--- src/rtl/ws2812_frame_arb.sv ---
// ws2812_frame_arb: shares one WS2812 serial driver between two pixel-frame sources.
// Round-robin arbitration of frame-refresh requests. Each cfg_start pixel request is
// answered from the granted source one clock later. The WS2812 latch gap is enforced
// before the next frame.
//
// Build option: define WS_WDOG_EN to add a FEED/DRAIN watchdog that aborts a stalled
// frame and pulses wdog_err. Without it, wdog_err is tied low.
//
// Ports:
//   sys_clk, sys_rst        clock; synchronous active-high reset
//   req_a, req_b            level frame-refresh requests (A = draw path, B = pattern gen)
//   gnt_a, gnt_b            ownership of the current frame
//   pix_idx                 pixel index presented to the granted source
//   pix_data_a, pix_data_b  {G,R,B} pixel from each source, combinational from pix_idx
//   ws2812_start            one-cycle frame start to ws2812_ctrl
//   cfg_start               pixel request pulse from ws2812_ctrl
//   cfg_num, cfg_data       served pixel index/data, held until the next request
//   tx_done                 last bit shifted out by ws2812_ctrl
//   busy                    high in every state except IDLE
//   wdog_err                one-cycle watchdog abort pulse
module ws2812_frame_arb #(
    parameter int unsigned NUM_LED  = 64,
    parameter int unsigned LED_W    = 6,
    parameter int unsigned GAP_CYC  = 15000,
    parameter int unsigned WDOG_CYC = 2000000
) (
    input  logic             sys_clk,
    input  logic             sys_rst,
    input  logic             req_a,
    input  logic             req_b,
    output logic             gnt_a,
    output logic             gnt_b,
    output logic [LED_W-1:0] pix_idx,
    input  logic [23:0]      pix_data_a,
    input  logic [23:0]      pix_data_b,
    output logic             ws2812_start,
    input  logic             cfg_start,
    output logic [LED_W-1:0] cfg_num,
    output logic [23:0]      cfg_data,
    input  logic             tx_done,
    output logic             busy,
    output logic             wdog_err
);

    localparam int unsigned GAP_W = $clog2(GAP_CYC + 1);
    localparam logic [LED_W-1:0] LAST_IDX = LED_W'(NUM_LED - 1);
    localparam logic [GAP_W-1:0] GAP_LAST = GAP_W'(GAP_CYC - 1);

    typedef enum logic [2:0] {
        S_IDLE,
        S_ARB,
        S_START,
        S_FEED,
        S_DRAIN,
        S_GAP
    } state_e;

    state_e             state_q, state_d;
    logic               last_b_q, last_b_d;     // 1: previous grant went to B
    logic               gnt_a_q, gnt_a_d;
    logic               gnt_b_q, gnt_b_d;
    logic [LED_W-1:0]   pix_idx_q, pix_idx_d;
    logic               start_q, start_d;
    logic [LED_W-1:0]   cfg_num_q, cfg_num_d;
    logic [23:0]        cfg_data_q, cfg_data_d;
    logic               busy_q, busy_d;
    logic [GAP_W-1:0]   gap_cnt_q, gap_cnt_d;
    logic               grant_b;

`ifdef WS_WDOG_EN
    localparam int unsigned WDOG_W = $clog2(WDOG_CYC + 1);
    localparam logic [WDOG_W-1:0] WDOG_LAST = WDOG_W'(WDOG_CYC - 1);

    logic [WDOG_W-1:0]  wdog_cnt_q, wdog_cnt_d;
    logic               wdog_err_q, wdog_err_d;
`endif

    // Next-state and registered-output computation
    always_comb begin
        state_d    = state_q;
        last_b_d   = last_b_q;
        gnt_a_d    = gnt_a_q;
        gnt_b_d    = gnt_b_q;
        pix_idx_d  = pix_idx_q;
        start_d    = 1'b0;
        cfg_num_d  = cfg_num_q;
        cfg_data_d = cfg_data_q;
        gap_cnt_d  = '0;
        // On a tie the source that did not own the last frame wins
        grant_b    = req_b && (!req_a || !last_b_q);

        case (state_q)
            S_IDLE: begin
                if (req_a || req_b) begin
                    state_d = S_ARB;
                end
            end
            S_ARB: begin
                if (!req_a && !req_b) begin
                    state_d = S_IDLE;
                end else begin
                    gnt_a_d   = !grant_b;
                    gnt_b_d   = grant_b;
                    last_b_d  = grant_b;
                    pix_idx_d = '0;
                    start_d   = 1'b1;
                    state_d   = S_START;
                end
            end
            S_START: begin
                state_d = S_FEED;
            end
            S_FEED: begin
                if (cfg_start) begin
                    cfg_num_d  = pix_idx_q;
                    cfg_data_d = gnt_b_q ? pix_data_b : pix_data_a;
                    // The last pixel parks the index instead of wrapping
                    if (pix_idx_q == LAST_IDX) begin
                        state_d = S_DRAIN;
                    end else begin
                        pix_idx_d = pix_idx_q + LED_W'(1);
                    end
                end
            end
            S_DRAIN: begin
                if (tx_done) begin
                    state_d = S_GAP;
                end
            end
            S_GAP: begin
                if (gap_cnt_q == GAP_LAST) begin
                    gnt_a_d = 1'b0;
                    gnt_b_d = 1'b0;
                    state_d = S_IDLE;
                end else begin
                    gap_cnt_d = gap_cnt_q + GAP_W'(1);
                end
            end
            default: begin
                state_d = S_IDLE;
            end
        endcase

`ifdef WS_WDOG_EN
        // Stall timer: restarts on every sign of life from ws2812_ctrl
        wdog_cnt_d = '0;
        wdog_err_d = 1'b0;
        if ((state_q == S_FEED) || (state_q == S_DRAIN)) begin
            if (cfg_start || tx_done) begin
                wdog_cnt_d = '0;
            end else if (wdog_cnt_q == WDOG_LAST) begin
                wdog_err_d = 1'b1;
                state_d    = S_GAP;
            end else begin
                wdog_cnt_d = wdog_cnt_q + WDOG_W'(1);
            end
        end
`endif

        busy_d = (state_d != S_IDLE);
    end

    // State and output registers
    always_ff @(posedge sys_clk) begin
        if (sys_rst) begin
            state_q    <= S_IDLE;
            last_b_q   <= 1'b1;
            gnt_a_q    <= 1'b0;
            gnt_b_q    <= 1'b0;
            pix_idx_q  <= '0;
            start_q    <= 1'b0;
            cfg_num_q  <= '0;
            cfg_data_q <= '0;
            busy_q     <= 1'b0;
            gap_cnt_q  <= '0;
        end else begin
            state_q    <= state_d;
            last_b_q   <= last_b_d;
            gnt_a_q    <= gnt_a_d;
            gnt_b_q    <= gnt_b_d;
            pix_idx_q  <= pix_idx_d;
            start_q    <= start_d;
            cfg_num_q  <= cfg_num_d;
            cfg_data_q <= cfg_data_d;
            busy_q     <= busy_d;
            gap_cnt_q  <= gap_cnt_d;
        end
    end

`ifdef WS_WDOG_EN
    // Watchdog registers
    always_ff @(posedge sys_clk) begin
        if (sys_rst) begin
            wdog_cnt_q <= '0;
            wdog_err_q <= 1'b0;
        end else begin
            wdog_cnt_q <= wdog_cnt_d;
            wdog_err_q <= wdog_err_d;
        end
    end

    assign wdog_err = wdog_err_q;
`else
    // WDOG_CYC only matters when the watchdog is built in
    assign wdog_err = 1'b0 && (WDOG_CYC == 0);
`endif

    assign gnt_a        = gnt_a_q;
    assign gnt_b        = gnt_b_q;
    assign pix_idx      = pix_idx_q;
    assign ws2812_start = start_q;
    assign cfg_num      = cfg_num_q;
    assign cfg_data     = cfg_data_q;
    assign busy         = busy_q;

endmodule

--- config.mk ---
export PLATFORM = sky130hd
export DESIGN_NAME = ws2812_frame_arb
export DESIGN_NICKNAME = d
export VERILOG_FILES = /design/src/rtl/ws2812_frame_arb.sv
export SDC_FILE = /design/constraint.sdc
export NUM_CORES = 1
export LEC_CHECK = 0
export ABC_AREA = 1
export ABC_CLOCK_PERIOD_IN_PS = 3150
export BUFFER_PORTS_ARGS = -buffer_cell sky130_fd_sc_hd__buf_2
export CAP_MARGIN = 10
export CELL_PAD_IN_SITES_DETAIL_PLACEMENT = 0
export CELL_PAD_IN_SITES_GLOBAL_PLACEMENT = 1
export CORE_UTILIZATION = 38
export CTS_CLUSTER_DIAMETER = 50
export DETAILED_ROUTE_END_ITERATION = 8
export PLACE_DENSITY_LB_ADDON = 0.05
export SYNTH_ARGS = -nofsm -noshare
export SYNTH_HDL_FRONTEND = slang
export SYNTH_SLANG_ARGS = --single-unit
--- constraint.sdc ---
create_clock -name sys_clk -period 3.15 [get_ports sys_clk]
set_input_delay 0.1575 -clock sys_clk [delete_from_list [all_inputs] [get_ports sys_clk]]
set_output_delay 0.1575 -clock sys_clk [all_outputs]
set_load 0.005 [all_outputs]
## Word-level counts from Yosys, hierarchy flattened

Cells that the tools add are included.

| storage, ports and cells | value |
|---|---|
| input bits | 54 |
| output and inout port bits | 41 |
| word-level logic and storage cells | 62 |
| register bits after elaboration | 58 |

| operators by class | value |
|---|---|
| bitwise logic cells | 3 |
| multiplexer cells | 18 |
| equality and inequality tests | 11 |
| add/sub/neg operators | 2 |
| reduce and logical (&&, ||, !) cells | 18 |

Operator list:

| operator | count |
|---|---|
| 24-bit 2-to-1 mux | 1 |
| 6-bit 2-to-1 mux | 3 |
| 3-bit case mux with 6 select lines | 1 |
| 3-bit 2-to-1 mux | 5 |
| 14-bit by 1-bit adder with 14-bit output (second input constant) | 1 |
| 14-bit == test (second input constant) | 1 |
| 6-bit case mux with 2 select lines | 1 |
| 2-bit inequality test (second input constant) | 4 |
| 6-bit by 1-bit adder with 6-bit output (second input constant) | 1 |
| 3-bit by 2-bit == test with 1-bit output (second input constant) | 2 |
| 3-bit == test (second input constant) | 2 |
| 6-bit == test (second input constant) | 1 |
| 1-bit zero test | 4 |
| 1-bit 2-to-1 mux | 4 |
| 1-bit case mux with 2 select lines | 2 |
| 2-bit AND reduction | 2 |
| 4-bit AND reduction | 1 |
| 2-bit nonzero test | 2 |
| 3-bit by 1-bit == test with 1-bit output (second input constant) | 1 |
| 3-bit zero test | 1 |
| 1-bit NOT | 3 |
| 3-bit AND reduction | 1 |
| 3-bit nonzero test | 1 |
| 3-bit OR reduction | 1 |
| 4 further kinds | 6 |

## Depth between registers and ports, before layout

| logic depth | value |
|---|---|
| depth in word-level cells | 6 |
| gate-level depth with buffers | 10 |
| depth with buffers taken out | 10 |

## Least setup slack after synthesis

No wires, ideal clock.

| path | value |
|---|---|
| kind | register -> register |
| start | reg pix_idx_q[0], in the netlist pix_idx[0] |
| end | reg pix_idx_q[5], in the netlist pix_idx[5] |
| path buffers | 0 |
| arrival | 1253 ps |
| clock period less this slack | 1381 ps |
| cell stages (with the launch flop) | 9 |
| data required time | 3022 ps |
| setup time | 128 ps |
| path slack | 1769 ps |
| cells stage by stage | dfxtp_1 > ha_1 > nand2_1 > nor2_2 > nand3_2 > nand2_4 > nor2_2 > nor2_1 > nor2_1 |

| on the way | value |
|---|---|
| cells in the longest elaborated chain, start to end | 4 |
| elaborated cells between the ends (all ways) | 7 |
| classes of those cells | add/sub: 1; eq/ne: 2; mux: 3; reduce/logical: 1 |

Ends and longest elaborated chain:

| element | RTL line | text |
|---|---|---|
| start: declaration | 62 | `logic [LED_W-1:0] pix_idx_q, pix_idx_d;` |
| start signal: assignment | 181 | `pix_idx_q <= pix_idx_d;` |
| 6-bit by 1-bit adder with 6-bit output | 121 | `pix_idx_d = pix_idx_q + LED_W'(1);` |
| 6-bit 2-to-1 mux | 118 | `if (pix_idx_q == LAST_IDX) begin` |
| 6-bit 2-to-1 mux | 114 | `if (cfg_start) begin` |
| 6-bit case mux with 2 select lines | 92 | `case (state_q)` |

Parallel ways exist; a longest one is shown, timed or not. The select of a mux whose other input is x is not followed.
A chain may end at the register's enable or synchronous reset.

## Worst setup path after layout

| path | value |
|---|---|
| start | reg state_q[0] |
| end | reg cfg_data_q[9], in the netlist cfg_data[9] |

| on the way | value |
|---|---|
| cells in the longest elaborated chain, start to end | 2 |

Ends and longest elaborated chain:

| element | RTL line | text |
|---|---|---|
| start: declaration | 58 | `state_e state_q, state_d;` |
| start signal: assignment | 177 | `state_q <= state_d;` |
| 3-bit by 2-bit == test with 1-bit output | 92 |  |
| 2-bit AND reduction (no line) | - |  |
| end signal: assignment | 184 | `cfg_data_q <= cfg_data_d;` |
| end: declaration | 65 | `logic [23:0] cfg_data_q, cfg_data_d;` |

Every way passes these cells.

==> metrics.md <==
| Metric | Value |
|---|---|
| First-pass GRT wire length | 9.80 mm |
| Synth area leaders | dfxtp_1 (43%), mux2i_1 (8.8%), a21oi_1 (7.6%), nand2_1 (6.6%), nor2_1 (5.3%) |
| WS Path Type | reg2reg |
| Initial core utilization | 39.7% |
| Slew Viols, Final | 0 |
| GP Congestion | 0.797 |
| Die Span Y | 86.5 um |
| Status | complete, no violations |
| Post-CTS Setup Repair Bufs | 0 |
| Core Rows | 30 |
| Min setup slack post-route | 1.57 ns |
| Adder-cell area share of the yosys netlist | 0.922% |
| First-pass DRT Iterations | 4 |
| Max cap viols | 0 |
| Ys Warns | 0 |
| VDD IR max | 0.263 mV |
| Vias in the first global route | 2152 |
| Vias | 2482 |
| Syn nets | 393 |
| Min Tclk post-route | 1.58 ns |
| Drt wl/cell | 11.7 um |
| Gr usage total | 17.1% |
| Crit path DAT | 1.85 ns |
| Worst path slowest cell | dfxtp_1 |
| Initial antenna violation count | 0 |
| Mapped Avg Cell Area | 8.06 um2 |
| Area Overhead vs Synth | 26.4% |
| Hold Path Class | in2reg |
| Post-Syn Instances | 337 |
| DP Worst Slack | 1.59 ns |
| Final nets | 484 |
| CTS Buf Count | 9 |
| Die area | 7490 um2 |
| Pin count of the biggest net entering global routing | 59 |
| Slew HR | 66.5% |
| Hold-fix buffers, CTS | 0 |
| DIE WIDTH | 86.5 um |
| P per Cell Area | 515 nW/um2 |
| Fillers | 688 |
| Critical Path End Type | flip-flop |
| WL final | 6.20 mm |
| Req. time, crit path | 3.42 ns |
| Share of the core filled with cells | 50.2% |
| Drt first-iter violations | 55 |
| Setup_tns | 0 ns |
| WP buf/inv | 1 |
| Top Ports | 95 |
| Residual DRC | 0 |
| Reg2reg setup slack | 1.57 ns |
| Grt ovf | 0 |
| Type of origin of the critical path | flip-flop |
| Multiplexer share of the synthesized area | 8.85% |
| Max Freq | 633 MHz |
| Worst Clk Skew | 0.00945 ns |
| Core ar. | 6830 um2 |
| Period Utilization, post-route | 50.2% |
| Layout cells sized above 1 | 29.6% |
| Resize count post-CTS | 0 |
| Syn Std Cell Area | 2720 um2 |
| Post-synthesis register bit count | 58 |
| Crit path cell chain | nand4_4 > inv_4 > o21ai_0 > a21oi_1 |
| # diodes | 0 |
| Port bufs | 93 |
| Yosys top cell by area | dfxtp_1 |
| Simple-gate share of the synthesized area | 22.4% |
| Sequential element share of the synthesized area | 42.8% |
| H-tree depth | 3 |
| Sinks on Clock Net | 58 |
| Synth unique cells | 34 |
| Largest family of logic cells by synthesized area | simple AND/OR/NAND/NOR gates |
| Crit-path max FO | 58 |
| Final setup viols | 0 |
| Remaining antenna violation count | 0 |
| P_leak | 1.51 nW |
| CTS tree | built |
| Xor/xnor share of the synthesized area | 2.26% |
| Clock tree buffer depth | 2 |
| Root Buffer | clkbuf_8 |
| Complex-gate fraction of the synthesized area | 14.3% |
| RSZ-0062 raised after global routing | no |
| DP HPWL | 4.44 mm |
| Worst slew pin tran | 0.503 ns |
| Final Hold Viols | 0 |
| Clk_lat worst skew | 0.33 ns |
| Delay-heaviest family, CP | flip-flops |
| Share of the synthesized area in the top cell type | 42.8% |
| Vias per cell | 4.69 |
| CP peak stage delay | 0.50 ns |
| Clock transition at the registers of the reported paths | 0.07 ns |
[cells in the final DEF (no fill, tap or decap), drive strengths merged]
cell / count
inv: 28
bufinv: 3
clkbuf: 10
nand2: 52
a21oi: 41
xor2: 6
nor3: 5
nand3: 19
nor3b: 2
conb: 1
nor2: 42
clkinv: 4
mux2i: 24
xnor2: 1
dfxtp: 58
o21bai: 2
buf: 95
nand4: 5
ha: 2
o21ai: 32
a21boi: 1
[kinds of logic after synthesis]
kind of cell,Yosys count
AOI/OAI and AO/OA,76
xor gates and xnor gates,7
buffers and inverters,44
other,1
and+or+nand+nor,125
muxes,24
adders and majority gates,2
DFF,58
[path summary, 6_finish.rpt]
kind	startpoint	end	cells after the start
worst min register to register	gap_cnt_q[0]$_SDFF_PP0_	gap_cnt_q[0]$_SDFF_PP0_	1
worst max-delay path	state_q[0]$_SDFF_PP0_	cfg_data[9]$_SDFFE_PP0P_	4
worst min-delay path	pix_data_a[10]	cfg_data[10]$_SDFFE_PP0P_	3
worst max register to register	state_q[0]$_SDFF_PP0_	cfg_data[9]$_SDFFE_PP0P_	4
[cell usage after synthesis (all sizes together)]
cell / instances
dfxtp: 58
nor3b: 2
nor3: 5
xnor2: 1
conb: 1
a21oi: 41
a21boi: 1
mux2i: 24
o21ai: 32
xor2: 6
nand2: 52
o21bai: 2
clkbuf: 4
inv: 28
clkinv: 1
nand3: 19
nor2: 42
ha: 2
nand4: 5
buf: 11
[layout make-up]
type | instances | area (um2) | share of cell area (%)
Timing Repair Buffer | 95 | 480 | 14.0
Clock buffer | 10 | 128 | 3.72
Multi-Input combinational cell | 235 | 1330 | 38.6
Sequential cell | 58 | 1160 | 33.8
Clock inverter | 6 | 105 | 3.06
Inverter | 29 | 111 | 3.24
Tap cell | 96 | 120 | 3.50
[sequential cells by signal, indices dropped and copies added (netlist names)]
name / cells
cfg_data: 24
cfg_num: 6
last_b_q: 1
state_q: 3
gnt_b: 1
pix_idx: 6
busy: 1
ws2812_start: 1
gnt_a: 1
gap_cnt_q: 14
[metrics by stage]
| stage | instance area [um2] | hold slack, ns | instances | power (mW) |
|---|---|---|---|---|
| after global placement | 3200 | 0.431 | 513 | 0.969 |
| after floorplan | 2720 | 0.355 | 337 | 0.901 |
| after detailed placement | 3200 | 0.437 | 513 | 0.970 |
| final | 3430 | 0.106 | 529 | 1.77 |
| after CTS | 3430 | 0.0884 | 529 | 1.79 |
| after global routing | 3430 | 0.0996 | 529 | 1.85 |
[per-layer routing]
layer	global-route usage [%]	part of all wire, %	up-vias
met3	4.57	3.6	9
met5	0	0	-
met2	28.3	48	49
li1	-	-	1305
met4	8.18	1.7	0
met1	20.6	47	1119
[report_power, final]
part / total [mW] / internal (mW) / switching [mW]
sequential: 0.776 / 0.758 / 0.0185
combinational: 0.175 / 0.0806 / 0.0944
clock: 0.818 / 0.522 / 0.296
[tightest hold or removal path: cells and delay by family]
family | cells | cell delay [ns]
AOI/OAI and AO/OA | 1 | 0.12
buffers and inverters | 1 | 0.07
muxes | 1 | 0.05
(Power assumes the default switching activity.)
